$ cat src/rtl/game_pkg.sv
// Shared types and default constants for the game sequencer.
package game_pkg;

  localparam int unsigned STATE_W = 2;

  typedef enum logic [STATE_W-1:0] {
    ST_IDLE = 2'd0,
    ST_PLAY = 2'd1,
    ST_OVER = 2'd2
  } state_t;

  // Screen and paddle geometry
  localparam int unsigned DEF_X_MIN   = 0;
  localparam int unsigned DEF_X_MAX   = 800;
  localparam int unsigned DEF_PW      = 64;
  localparam int unsigned DEF_STEP    = 8;
  localparam int unsigned DEF_X1_INIT = 200;
  localparam int unsigned DEF_X2_INIT = 536;

  // Game rules
  localparam int unsigned DEF_LIVES_INIT  = 3;
  localparam int unsigned DEF_OVER_FRAMES = 120;
  localparam int unsigned DEF_SPEED_STEP  = 5;

  function automatic logic [7:0] sat_inc8(input logic [7:0] v);
    return (v == 8'hFF) ? v : v + 8'd1;
  endfunction

endpackage

$ cat src/rtl/game_sequencer_if.sv
// Handshake between the game sequencer and square_logic.
interface game_sequencer_if;
  logic       hit1;
  logic       hit2;
  logic       sq_bottom;
  logic       move_en;
  logic       sq_respawn;
  logic [2:0] speed;

  modport master (
    input  hit1, hit2, sq_bottom,
    output move_en, sq_respawn, speed
  );

  modport slave (
    output hit1, hit2, sq_bottom,
    input  move_en, sq_respawn, speed
  );
endinterface

$ cat src/rtl/paddle_step.sv
// One-step paddle move with clamping to the legal x range.
module paddle_step
  import game_pkg::*;
#(
  parameter int unsigned X_MIN = DEF_X_MIN,
  parameter int unsigned X_MAX = DEF_X_MAX,
  parameter int unsigned PW    = DEF_PW,
  parameter int unsigned STEP  = DEF_STEP
) (
  input  logic [9:0] pos,
  input  logic       left,
  input  logic       right,
  output logic [9:0] pos_next
);

  localparam logic [9:0] MIN_POS = 10'(X_MIN);
  localparam logic [9:0] MAX_POS = 10'(X_MAX - PW);
  localparam logic [9:0] L_TH    = 10'(X_MIN + STEP);
  localparam logic [9:0] R_TH    = 10'(X_MAX - PW - STEP);
  localparam logic [9:0] STEP_V  = 10'(STEP);

  // Opposing requests cancel; otherwise step and clamp without wrap
  always_comb begin
    pos_next = pos;
    if (left && !right) begin
      pos_next = (pos < L_TH) ? MIN_POS : pos - STEP_V;
    end else if (right && !left) begin
      pos_next = (pos > R_TH) ? MAX_POS : pos + STEP_V;
    end
  end

endmodule

$ cat src/rtl/game_sequencer.sv
// Frame-locked game controller: FSM, paddles, scores, lives and speed.
module game_sequencer
  import game_pkg::*;
#(
  parameter int unsigned X_MIN       = DEF_X_MIN,
  parameter int unsigned X_MAX       = DEF_X_MAX,
  parameter int unsigned PW          = DEF_PW,
  parameter int unsigned STEP        = DEF_STEP,
  parameter int unsigned X1_INIT     = DEF_X1_INIT,
  parameter int unsigned X2_INIT     = DEF_X2_INIT,
  parameter int unsigned LIVES_INIT  = DEF_LIVES_INIT,
  parameter int unsigned OVER_FRAMES = DEF_OVER_FRAMES,
  parameter int unsigned SPEED_STEP  = DEF_SPEED_STEP
) (
  input  logic               clk,
  input  logic               rst_n,
  input  logic               key_flag1,
  input  logic               key_flag2,
  input  logic               key_flag3,
  input  logic               key_flag4,
  input  logic               frame_tick,
  game_sequencer_if.master   sq_if,
  output logic [9:0]         x,
  output logic [9:0]         x2,
  output logic [7:0]         score1,
  output logic [7:0]         score2,
  output logic [2:0]         lives,
  output logic [STATE_W-1:0] game_state
);

  localparam int unsigned HC_W = (SPEED_STEP > 1) ? $clog2(SPEED_STEP) : 1;
  localparam int unsigned FC_W = $clog2(OVER_FRAMES + 1);

  localparam logic [HC_W-1:0] HC_LAST  = HC_W'(SPEED_STEP - 1);
  localparam logic [FC_W-1:0] FC_DONE  = FC_W'(OVER_FRAMES);
  localparam logic [9:0]      X1_START = 10'(X1_INIT);
  localparam logic [9:0]      X2_START = 10'(X2_INIT);
  localparam logic [2:0]      LIVES0   = 3'(LIVES_INIT);

  state_t          state_q, state_d;
  logic [9:0]      x_q, x_d, x2_q, x2_d, x_step, x2_step;
  logic [7:0]      score1_q, score1_d, score2_q, score2_d;
  logic [2:0]      lives_q, lives_d, speed_q, speed_d;
  logic            move_en_q, move_en_d, respawn_q, respawn_d;
  logic [3:0]      pend_q, pend_d;
  logic [HC_W-1:0] hit_cnt_q, hit_cnt_d;
  logic [FC_W-1:0] frame_cnt_q, frame_cnt_d;

  logic [3:0] keys, eff;
  logic       key_any, hit_any, want_respawn;

  // Bit order: 0 = P1 left, 1 = P1 right, 2 = P2 left, 3 = P2 right
  assign keys    = {key_flag4, key_flag3, key_flag2, key_flag1};
  assign key_any = |keys;
  assign eff     = pend_q | keys;
  assign hit_any = sq_if.hit1 | sq_if.hit2;

  paddle_step #(.X_MIN(X_MIN), .X_MAX(X_MAX), .PW(PW), .STEP(STEP)) u_step1 (
    .pos(x_q), .left(eff[0]), .right(eff[1]), .pos_next(x_step)
  );

  paddle_step #(.X_MIN(X_MIN), .X_MAX(X_MAX), .PW(PW), .STEP(STEP)) u_step2 (
    .pos(x2_q), .left(eff[2]), .right(eff[3]), .pos_next(x2_step)
  );

  // Next-state and next-output computation for the whole game
  always_comb begin
    state_d      = state_q;
    x_d          = x_q;
    x2_d         = x2_q;
    score1_d     = score1_q;
    score2_d     = score2_q;
    lives_d      = lives_q;
    speed_d      = speed_q;
    hit_cnt_d    = hit_cnt_q;
    frame_cnt_d  = frame_cnt_q;
    pend_d       = pend_q | keys;
    want_respawn = 1'b0;

    unique case (state_q)
      ST_IDLE: begin
        if (key_any) begin
          state_d      = ST_PLAY;
          x_d          = X1_START;
          x2_d         = X2_START;
          score1_d     = '0;
          score2_d     = '0;
          lives_d      = LIVES0;
          speed_d      = 3'd1;
          hit_cnt_d    = '0;
          want_respawn = 1'b1;
        end
      end
      ST_PLAY: begin
        if (frame_tick) begin
          x_d    = x_step;
          x2_d   = x2_step;
          pend_d = '0;
        end
        if (hit_any) begin
          if (sq_if.hit1) score1_d = sat_inc8(score1_q);
          if (sq_if.hit2) score2_d = sat_inc8(score2_q);
          want_respawn = 1'b1;
          if (hit_cnt_q == HC_LAST) begin
            hit_cnt_d = '0;
            if (speed_q != 3'd7) speed_d = speed_q + 3'd1;
          end else begin
            hit_cnt_d = hit_cnt_q + 1'b1;
          end
        end else if (sq_if.sq_bottom) begin
          lives_d = lives_q - 3'd1;
          if (lives_q == 3'd1) begin
            state_d     = ST_OVER;
            frame_cnt_d = '0;
          end else begin
            want_respawn = 1'b1;
          end
        end
      end
      ST_OVER: begin
        if (frame_tick && frame_cnt_q != FC_DONE) frame_cnt_d = frame_cnt_q + 1'b1;
        if (key_any && frame_cnt_q == FC_DONE) state_d = ST_IDLE;
      end
      default: state_d = ST_IDLE;
    endcase

    if (state_d != state_q) pend_d = '0;
    // Suppressing back-to-back requests keeps respawn a strict single-cycle pulse
    respawn_d = want_respawn && !respawn_q;
    move_en_d = (state_d == ST_PLAY);
  end

  // State and registered outputs
  always_ff @(posedge clk or negedge rst_n) begin
    if (!rst_n) begin
      state_q     <= ST_IDLE;
      x_q         <= X1_START;
      x2_q        <= X2_START;
      score1_q    <= '0;
      score2_q    <= '0;
      lives_q     <= LIVES0;
      speed_q     <= 3'd1;
      move_en_q   <= 1'b0;
      respawn_q   <= 1'b0;
      pend_q      <= '0;
      hit_cnt_q   <= '0;
      frame_cnt_q <= '0;
    end else begin
      state_q     <= state_d;
      x_q         <= x_d;
      x2_q        <= x2_d;
      score1_q    <= score1_d;
      score2_q    <= score2_d;
      lives_q     <= lives_d;
      speed_q     <= speed_d;
      move_en_q   <= move_en_d;
      respawn_q   <= respawn_d;
      pend_q      <= pend_d;
      hit_cnt_q   <= hit_cnt_d;
      frame_cnt_q <= frame_cnt_d;
    end
  end

  assign x                = x_q;
  assign x2               = x2_q;
  assign score1           = score1_q;
  assign score2           = score2_q;
  assign lives            = lives_q;
  assign game_state       = state_q;
  assign sq_if.speed      = speed_q;
  assign sq_if.move_en    = move_en_q;
  assign sq_if.sq_respawn = respawn_q;

endmodule

$ cat src/flat_wrapper.sv
// flat-port wrapper written by rule: the top's interface ports become plain ports
module game_sequencer_flat import game_pkg::*;
#(
  parameter int unsigned X_MIN       = DEF_X_MIN,
  parameter int unsigned X_MAX       = DEF_X_MAX,
  parameter int unsigned PW          = DEF_PW,
  parameter int unsigned STEP        = DEF_STEP,
  parameter int unsigned X1_INIT     = DEF_X1_INIT,
  parameter int unsigned X2_INIT     = DEF_X2_INIT,
  parameter int unsigned LIVES_INIT  = DEF_LIVES_INIT,
  parameter int unsigned OVER_FRAMES = DEF_OVER_FRAMES,
  parameter int unsigned SPEED_STEP  = DEF_SPEED_STEP
)
  (clk, rst_n, key_flag1, key_flag2, key_flag3, key_flag4, frame_tick, x, x2, score1, score2, lives, game_state, sq_if_hit1, sq_if_hit2, sq_if_sq_bottom, sq_if_move_en, sq_if_sq_respawn, sq_if_speed);
  game_sequencer_if sq_if_i ();
  input  logic clk;
  input  logic rst_n;
  input  logic key_flag1;
  input  logic key_flag2;
  input  logic key_flag3;
  input  logic key_flag4;
  input  logic frame_tick;
  output logic [9:0] x;
  output logic [9:0] x2;
  output logic [7:0] score1;
  output logic [7:0] score2;
  output logic [2:0] lives;
  output logic [STATE_W-1:0] game_state;
  input wire logic [$bits(sq_if_i.hit1)-1:0] sq_if_hit1;
  input wire logic [$bits(sq_if_i.hit2)-1:0] sq_if_hit2;
  input wire logic [$bits(sq_if_i.sq_bottom)-1:0] sq_if_sq_bottom;
  output wire logic [$bits(sq_if_i.move_en)-1:0] sq_if_move_en;
  output wire logic [$bits(sq_if_i.sq_respawn)-1:0] sq_if_sq_respawn;
  output wire logic [$bits(sq_if_i.speed)-1:0] sq_if_speed;
  assign sq_if_i.hit1 = sq_if_hit1;
  assign sq_if_i.hit2 = sq_if_hit2;
  assign sq_if_i.sq_bottom = sq_if_sq_bottom;
  assign sq_if_move_en = sq_if_i.move_en;
  assign sq_if_sq_respawn = sq_if_i.sq_respawn;
  assign sq_if_speed = sq_if_i.speed;
  game_sequencer #(.X_MIN(X_MIN), .X_MAX(X_MAX), .PW(PW), .STEP(STEP), .X1_INIT(X1_INIT), .X2_INIT(X2_INIT), .LIVES_INIT(LIVES_INIT), .OVER_FRAMES(OVER_FRAMES), .SPEED_STEP(SPEED_STEP)) u_core (.clk(clk), .rst_n(rst_n), .key_flag1(key_flag1), .key_flag2(key_flag2), .key_flag3(key_flag3), .key_flag4(key_flag4), .frame_tick(frame_tick), .sq_if(sq_if_i), .x(x), .x2(x2), .score1(score1), .score2(score2), .lives(lives), .game_state(game_state));
endmodule
$ cat config.mk
export PLATFORM = sky130hd
export DESIGN_NAME = game_sequencer_flat
export DESIGN_NICKNAME = d
export VERILOG_FILES = /design/src/rtl/game_pkg.sv /design/src/rtl/game_sequencer_if.sv /design/src/rtl/paddle_step.sv /design/src/rtl/game_sequencer.sv /design/src/flat_wrapper.sv
export SDC_FILE = /design/constraint.sdc
export NUM_CORES = 1
export LEC_CHECK = 0
export CORE_MARGIN = 2
export CORE_UTILIZATION = 45
export CTS_CLUSTER_DIAMETER = 30
export DETAILED_ROUTE_END_ITERATION = 16
export HOLD_SLACK_MARGIN = 0.15
export PLACE_DENSITY_LB_ADDON = 0.08
export SETUP_SLACK_MARGIN = 0.15
export SLEW_MARGIN = 10
export SYNTH_ARGS = -nofsm -noshare
export SYNTH_HDL_FRONTEND = slang
export SYNTH_SLANG_ARGS = --single-unit
$ cat constraint.sdc
create_clock -name clk -period 2.1 [get_ports clk]
set_input_delay 0.42 -clock clk [delete_from_list [all_inputs] [get_ports clk]]
set_output_delay 0.42 -clock clk [all_outputs]
set_load 0.02 [all_outputs]
==> run_results.csv <==
group,metric,value,unit
grt,grt_pass1_vias,2981,
place,portBuffers,49,
grt,gr-total-overflow,0,
critical_path,worstReg2RegEnd,"u_core.x2[7]",
power,power_density,1120,mW/mm^2
clocking,h-tree-depth,2,
critical_path,reg2reg_from,"u_core.x2[3]",
place,place.gp.congestion,0.852,
power,share_comb_of_total_power,0.529,
finish,multi_input_area,0.00202,sq mm
critical_path,worst-setup-path-type,"reg -> reg",
clocking,cts_root_buffer,"clkbuf_8",
place,pre_cts_ws,-0.311,ns
timing,setup_viol,0,
clocking,insertion_delay,0.32,ns
critical_path,cp_max_fo,10,
finish,drive_gt1_frac,0.240,
floorplan,die_h,91.7,um
yosys,postSynthCellCount,367,
power,p_total,5.14,mW
finish,area_delta_synth_final,32.6,%
timing,post-route-period-util,0.934,
grt,grt_max_degree,55,
power,pwr-share-clk,0.126,
timing,setup_slack,0.138,ns
drt,drtIter0Drc,148,
power,p_leak,2.04,nW
critical_path,start_kind,"flop",
yosys,synth-async-reset-ratio,1.00,
yosys,yosysSeqAreaShare,0.394,
power,p_int,2.99,mW
yosys,synth_edf_count,0,
grt,antenna_found_initial,0,
floorplan,fp.coreArea,0.00733,sq mm
drt,vias,3112,
finish,fin_util,0.626,
place,hpwl,6000,um
job,maxCapViolCount,0,
status,status,"completed",
yosys,synth.avg_cell_area,9.43,sq um
floorplan,dieArea,0.00841,sq mm
clocking,path_clk_slew,0.11,ns
critical_path,cp_cell_sequence,"inv_1 > ha_1 > or3b_2 > xnor2_2 > a211oi_2 > a221o_1",
critical_path,crit_path_end_kind,"flop",
grt,grt_pass1_wl,14200,um
critical_path,reg2reg_depth,6,
clocking,cts.path.max_buffers,2,
finish,seq_area,0.00137,sq mm
timing,finalHoldViolCount,0,
clocking,cts_buffers,5,
critical_path,r2r_slack,0.14,ns
critical_path,critPathCapture,"u_core.x2[7]",
power,p_sw_frac,0.418,
power,ir_drop,650,uV
critical_path,critPathRequiredTime,2.31,ns
floorplan,die_x,91.7,um
drt,drt_pass1_iterations,6,
timing,final_max_slew_viol_count,0,
critical_path,max_stage_delay,0.52,ns
floorplan,io_pins,56,
finish,antennaDiodeCount,0,
drt,wl,8440,um
yosys,synthFlopType,"dfrtp_1",
drt,antenna_left,0,
critical_path,critPathSlowestCell,"or3b_2",
timing,skew,0.00877,ns
timing,fin_crit,1.96,ns
yosys,ys_warn_count,0,
floorplan,start_util,0.472,
clocking,cts_tree,"built",
drt,avgRoutedWirePerCell,15.1,um
min_path,hold_path_class,"reg -> reg",
power,sequentialPowerShare,0.345,
power,switchingPower,2.15,mW
clocking,cts_sinks,54,
yosys,ys_ff_latch,54,
finish,layout.nets,484,
critical_path,crit_path_start,"u_core.x2[3]",
drt,vias_per_cell,5.58,
finish,fill_cells,624,
floorplan,num_rows,31,
timing,rsz0062_at_grt,"yes",
yosys,synth_area,0.00346,sq mm
yosys,synth.distinct_cells,70,
critical_path,arrival,2.17,ns
drt,drc,0,
timing,fmax,0.510,GHz
grt,grt_use_total,0.206,
[registers in the layout, indices dropped and copies added (netlist names)]
| register | flops |
|---|---|
| u_core.lives | 3 |
| u_core.score2 | 8 |
| u_core.x2 | 7 |
| u_core.sq_if.move_en | 1 |
| u_core.x | 7 |
| u_core.game_state | 2 |
| u_core.frame_cnt_q | 7 |
| u_core.hit_cnt_q | 3 |
| u_core.sq_if.speed | 3 |
| u_core.sq_if.sq_respawn | 1 |
| u_core.score1 | 8 |
| u_core.pend_q | 4 |
[cells in the mapped netlist (7+ instances only)]
master	count	area share
a211oi_1	7	0.015
a21oi_1	15	0.022
clkbuf_1	7	0.0076
dfrtp_1	45	0.33
dfstp_2	9	0.068
ha_1	16	0.058
inv_1	23	0.025
mux2i_1	7	0.020
nand2_1	23	0.025
nand3_1	12	0.017
nand3b_1	7	0.015
nor2_1	25	0.027
nor3_1	9	0.013
o21ai_0	23	0.033
o31ai_1	7	0.015
or3_1	7	0.013
xor2_1	7	0.018
[how the worst min path moves through the flow]
stage,from,to,slack (ns),cells past startpoint
after global routing,u_core.sq_if.sq_respawn,u_core.sq_if.sq_respawn,0.45,1
after global placement,u_core.sq_if.sq_respawn,u_core.sq_if.sq_respawn,0.43,1
after CTS,u_core.sq_if.sq_respawn,u_core.sq_if.sq_respawn,0.44,1
after detailed placement,u_core.sq_if.sq_respawn,u_core.sq_if.sq_respawn,0.43,1
final,u_core.sq_if.sq_respawn,u_core.sq_if.sq_respawn,0.44,1
after floorplan,rst_n,u_core.frame_cnt_q[0],0.12,0
[kinds of logic after synthesis]
group | Yosys count | share of synthesized area
simple gates | 132 | 0.227
buf+inv | 43 | 0.0611
fa+ha+maj | 16 | 0.0579
compound gates | 98 | 0.196
flops | 54 | 0.394
mux | 10 | 0.0300
other cells | 1 | 0.00108
xor+xnor | 13 | 0.0329
[layer usage]
metal  global-route usage  part of all wire  vias to the layer above  routed length (um)
met4               0.0543             0.014                        0                 122
met1                0.280              0.46                     1509                3900
met5                    0                 0                        -                   0
met2                0.341              0.49                       74                4090
li1                     -                 -                     1520                   -
met3               0.0329             0.038                        9                 319
[power by group through the flow]
stage / Combinational, mW / Clock (mW) / Sequential, mW
after floorplan: 1.37 / 0 / 1.93
after global placement: 2.60 / 0 / 1.77
after global routing: 2.98 / 0.713 / 1.83
final: 2.71 / 0.647 / 1.77
after detailed placement: 2.64 / 0 / 1.78
after CTS: 2.65 / 0.674 / 1.77
[layout by cell type (no fill, tap or decap), types with 6 or more instances in the layout]
cell type,synthesis,routed
conb_1,1,6
o21ai_0,23,23
clkbuf_8,0,6
clkdlybuf4s50_1,0,36
mux2i_1,7,7
nand2_1,23,23
dfrtp_1,45,40
nand3_1,12,12
buf_4,6,47
ha_1,16,14
o31ai_1,7,7
or3_1,7,7
xor2_1,7,7
inv_1,23,22
nand4_1,6,6
dfstp_2,9,9
a21oi_1,15,15
dlygate4sd2_1,0,7
nor3_1,9,8
nor2_1,25,22
nand3b_1,7,7
[worst max-delay path, delay by kind of cell (launching register included)]
| family | cells | cell delay [ns] |
|---|---|---|
| and+or+nand+nor | 1 | 0.52 |
| DFF | 1 | 0.44 |
| AOI/OAI and AO/OA | 2 | 0.39 |
| xor gates and xnor gates | 1 | 0.22 |
| adders and majority gates | 1 | 0.18 |
| buffers and inverters | 1 | 0.09 |
[through the flow]
step / hold WS [ns] / TNS [ns] / cells / cell area, sq um
floorplan: 0.124 / 0 / 372 / 3490
global placement: 0.427 / -3.73 / 545 / 4330
detailed placement: 0.429 / -5.39 / 545 / 4330
CTS: 0.444 / 0 / 554 / 4470
global route: 0.455 / 0 / 558 / 4590
finish: 0.439 / 0 / 558 / 4590
[timing repair]
| action | in CTS | in global routing |
|---|---|---|
| buffers inserted | 0 | 4 |
| resized for setup | 18 | 19 |
| endpoints found under the hold margin | 45 | 0 |
| hold buffers | 1 | 0 |
| setup endpoints to repair | 24 | 14 |
| pin swaps | 3 | 4 |
[final cells by class]
class,count,share of cell area
inverters,23,0.0188
multi-input cells,275,0.439
flip-flops and latches,54,0.298
repair buffers,99,0.194
well taps,99,0.0270
clock buffers,6,0.0180
clock inverters,2,0.00382
Power figures use the tool's default switching activity.
